==> config.mk <==
export PLATFORM = sky130hd
export DESIGN_NAME = spi_mnrch
export DESIGN_NICKNAME = d
export VERILOG_FILES = /design/src/rtl/spi_mnrch.sv
export SDC_FILE = /design/constraint.sdc
export NUM_CORES = 1
export LEC_CHECK = 0
export CAP_MARGIN = 20
export CORE_ASPECT_RATIO = 1.25
export CORE_MARGIN = 5
export CORE_UTILIZATION = 51
export CTS_BUF_LIST = sky130_fd_sc_hd__clkbuf_16
export DETAILED_ROUTE_END_ITERATION = 8
export PLACE_DENSITY_LB_ADDON = 0.15
export SLEW_MARGIN = 20
export SYNTH_ARGS = -nofsm -noshare
export SYNTH_HDL_FRONTEND = slang
export SYNTH_SLANG_ARGS = --single-unit
==> constraint.sdc <==
create_clock -name clk -period 2.9 [get_ports clk]
set_input_delay 0.29 -clock clk [delete_from_list [all_inputs] [get_ports clk]]
set_output_delay 0.29 -clock clk [all_outputs]
set_load 0.005 [all_outputs]
==> src/rtl/spi_mnrch.sv <==
// rtl/spi_mnrch.sv - 16-bit SPI mode-3 master carrying sensor register transactions
module spi_mnrch #(
  parameter int DIV_W  = 5,
  parameter int DATA_W = 16
) (
  input  logic              clk,
  input  logic              rst_n,
  input  logic              snd,
  input  logic [DATA_W-1:0] cmd,
  output logic              done,
  output logic [DATA_W-1:0] resp,
  output logic              SS_n,
  output logic              SCLK,
  output logic              MOSI,
  input  logic              MISO
);

  localparam int CNT_W = $clog2(DATA_W + 1);
  // Load value puts the first SCLK fall 9 clk after the load (front porch).
  localparam logic [DIV_W-1:0] DIV_LOAD = DIV_W'((1 << DIV_W) - 9);
  // Cycle before SCLK rises: capture MISO here.
  localparam logic [DIV_W-1:0] DIV_SMPL = {1'b0, {(DIV_W-1){1'b1}}};
  // Cycle before SCLK falls (and the final cycle): shift here.
  localparam logic [DIV_W-1:0] DIV_LAST = {DIV_W{1'b1}};

  typedef enum logic [1:0] {IDLE, PORCH, SHIFT} state_t;

  state_t              state, state_nxt;
  logic [DIV_W-1:0]    div;
  logic [DATA_W-1:0]   shift_reg;
  logic [DATA_W-1:0]   shifted;
  logic [CNT_W-1:0]    smpl_cnt;
  logic                miso_smpl;
  logic                div_last;
  logic                last_bit;

  assign div_last = (div == DIV_LAST);
  // The back porch is the tail of SHIFT: the 16th shift lands on the cycle SCLK would fall.
  assign last_bit = (state == SHIFT) && div_last && (smpl_cnt == CNT_W'(DATA_W));
  assign shifted  = {shift_reg[DATA_W-2:0], miso_smpl};

  assign SCLK = (state == IDLE) ? 1'b1 : div[DIV_W-1];
  assign MOSI = shift_reg[DATA_W-1];

  // State register
  always_ff @(posedge clk or negedge rst_n) begin
    if (!rst_n) state <= IDLE;
    else        state <= state_nxt;
  end

  // Next-state: porch ends when the divider wraps, shifting ends after the 16th sample
  always_comb begin
    state_nxt = state;
    case (state)
      IDLE:    if (snd)      state_nxt = PORCH;
      PORCH:   if (div_last) state_nxt = SHIFT;
      SHIFT:   if (last_bit) state_nxt = IDLE;
      default:               state_nxt = IDLE;
    endcase
  end

  // Datapath: divider, MISO capture, shift register and result handoff
  always_ff @(posedge clk or negedge rst_n) begin
    if (!rst_n) begin
      div       <= '0;
      shift_reg <= '0;
      smpl_cnt  <= '0;
      miso_smpl <= 1'b0;
      resp      <= '0;
      SS_n      <= 1'b1;
      done      <= 1'b0;
    end else if (state == IDLE) begin
      if (snd) begin
        shift_reg <= cmd;
        div       <= DIV_LOAD;
        smpl_cnt  <= '0;
        SS_n      <= 1'b0;
        done      <= 1'b0;
      end
    end else begin
      // Divider freezes on the final cycle so SCLK is left high.
      if (!last_bit) div <= div + DIV_W'(1);
      // MISO is stable for many clk before this point, so no synchroniser.
      if (div == DIV_SMPL) begin
        miso_smpl <= MISO;
        smpl_cnt  <= smpl_cnt + CNT_W'(1);
      end
      if (div_last && (smpl_cnt != '0)) shift_reg <= shifted;
      if (last_bit) begin
        resp <= shifted;
        SS_n <= 1'b1;
        done <= 1'b1;
      end
    end
  end

endmodule

==> out/qor.yml <==
cts_buffers: 5
cts_tree: "yes"
maxSlewViolCount: 0
cts_root_buf: "clkbuf_16"
power.density_nw_per_um2: 800.8
wl_um: 4404
core_um2: 4066
period_share_pct: 72.50
fin_area_um2: 2711
power_leakage_nw: 1.193
ys_async_sr_fraction_pct: 100.0
cts.clk_slew.worst_paths_ps: 60
setup_ws_ps: 797.4
slew_headroom_pct: 59.33
die-area_um2: 5562
die_y_um: 82.14
drive_gt1_share_pct: 17.87
synth.area.top_cells: "dfrtp_1, mux2_2, o221a_1"
worstSetupEndpointType: "flop"
final_nets: 231
yosys_warnings: 0
drc_errors: 0
crit_path_frequent_cell: "ha_1"
mostFrequentLayoutCells: "dfrtp_1, clkdlybuf4s50_1, nand2b_1, mux2_2, o221a_1"
setup_tns_ps: 0
fmax_mhz: 475.6
dp_slack_ps: 813.4
grt_usage_pct: 18.05
place_congestion: 0.7991
antenna_found_initial: 0
rows: 26
synth_seq_cells: 47
syn-cell-area_um2: 2123
vias: 1446
worst_ep_required_time_ps: 3060
io_buffer_count: 39
irDropWorstVdd_mv: 0.4688
final_common_cell: "dfrtp_1"
die_w_um: 67.71
cp_slowest_stage_delay_ps: 390
via_per_inst: 5.498
synth_nets: 191
drv_cap: 0
synth_cell_type_count: 34
post_cts_buffers: 0
synth_edf_count: 0
grt_pass1_wl_um: 7665
worstSetupPathType: "flop to flop"
slowest_stage: "dfrtp_1"
grt_max_degree: 48
crit_arrival_ps: 2260
cp_cell_sequence: "ha_1 > and3_1 > ha_1 > and4b_1 > and2_1 > buf_4 > mux2_2"
post_cts_resized: 0
diodes: 0
clock_skew_ps: 5.740
cts.sinks: 47
syn_to_final_growth_pct: 27.70
overflow: 0
multi_input_area_um2: 868.3
hold_viol: 0
ant_nets: 0
finalCriticalPeriod_ps: 2103
ctsLongestPathBuffers: 2
synth_cells: 166
setup_viol: 0
yosys.area.top_type: "dfrtp_1"
synth_ff_type: "dfrtp_1"
grt_pass1_vias: 1605
ys_seq_area_share_pct: 55.45
dp_hpwl_um: 3100
io_pins: 40
htree_num_levels: 2
hold_buffers: 0
start_util_pct: 52.22
synth.avg_cell_area_um2: 12.79
placed_area_um2: 2546
hp-class: "input port to asynchronous set/reset pin"
routedWlPerCell_um: 16.75
dr.pass1.iters: 4
startpoint_type: "flop"
drt_iter0_drc: 111
worst_pin_slew_ps: 608.5
status: "complete, no violations"
final_core_util_pct: 66.68
power_mw: 2.171
clock_latency_ps: 280
rsz0062_at_grt: "no"
netlist.area_leader.share_pct: 54.21
register_area_um2: 1177
fillCellCount: 318
critPathMaxFanout: 10
-- synthesized netlist by cell type (all sizes together) (2+ instances only) --
| cell type | n |
|---|---|
| dfrtp | 46 |
| nand2b | 17 |
| mux2 | 16 |
| o221a | 16 |
| nand2 | 8 |
| inv | 6 |
| mux2i | 6 |
| clkbuf | 5 |
| ha | 5 |
| o21ai | 5 |
| buf | 4 |
| nor2 | 4 |
| o21a | 4 |
| a21o | 2 |
| a21oi | 2 |
| a22oi | 2 |
| nand3 | 2 |
| nand4 | 2 |
| nor3b | 2 |
-- path summary, 6_finish.rpt --
| kind | slack, ps | from | to | cells after the start |
|---|---|---|---|---|
| worst max-delay path | 800 | div[0] | resp[13] | 7 |
| worst min-delay path | 7 | rst_n | shift_reg[9] | 1 |
| worst max register to register | 800 | div[0] | resp[13] | 7 |
| worst min register to register | 470 | div[3] | div[3] | 1 |
| max in group asynchronous | 2490 | rst_n | shift_reg[7] | 1 |
| min in group clk | 470 | div[3] | div[3] | 1 |
-- cell type report --
cell class	count	share of cell area, %
tap	56	2.584
sequential	47	43.42
clock inverter	3	1.384
multi-input combinational	104	32.03
clock buffer	5	4.615
timing repair buffer	42	15.14
inverter	6	0.8306
-- critical path: cells and delay by family, from the launching register on --
| kind | cells | cell delay, ps |
|---|---|---|
| and+or+nand+nor | 3 | 650 |
| adders and majority gates | 2 | 380 |
| muxes | 1 | 360 |
| DFF | 1 | 390 |
| buffers and inverters | 1 | 190 |
-- metrics by stage --
step	hold slack (ps)	std cells
5_1_grt	64.66	263
3_5_place_dp	470.8	255
3_3_place_gp	469.6	255
2_1_floorplan	-5.591	166
6_report	7.210	263
4_1_cts	231.2	263
-- kinds of logic after synthesis --
logic type | share of synthesized area [%]
flops | 55.45
simple gates | 11.61
compound gates | 14.38
mux | 11.31
buf+inv | 3.889
fa+ha+maj | 2.946
xor+xnor | 0.4126
-- routing by layer --
layer	GRT usage [%]	routed length (um)	share of wire, %
met5	0	0	0
met4	5.882	44	1.0
met3	3.924	201	4.6
met2	30.09	2246	51
met1	23.21	1911	43
-- power breakdown --
group | internal, mW | switching (mW) | total [mW]
sequential | 0.838 | 0.174 | 1.01
clock | 0.400 | 0.222 | 0.622
combinational | 0.304 | 0.234 | 0.537
No activity file was read; power rests on OpenSTA's default activity.
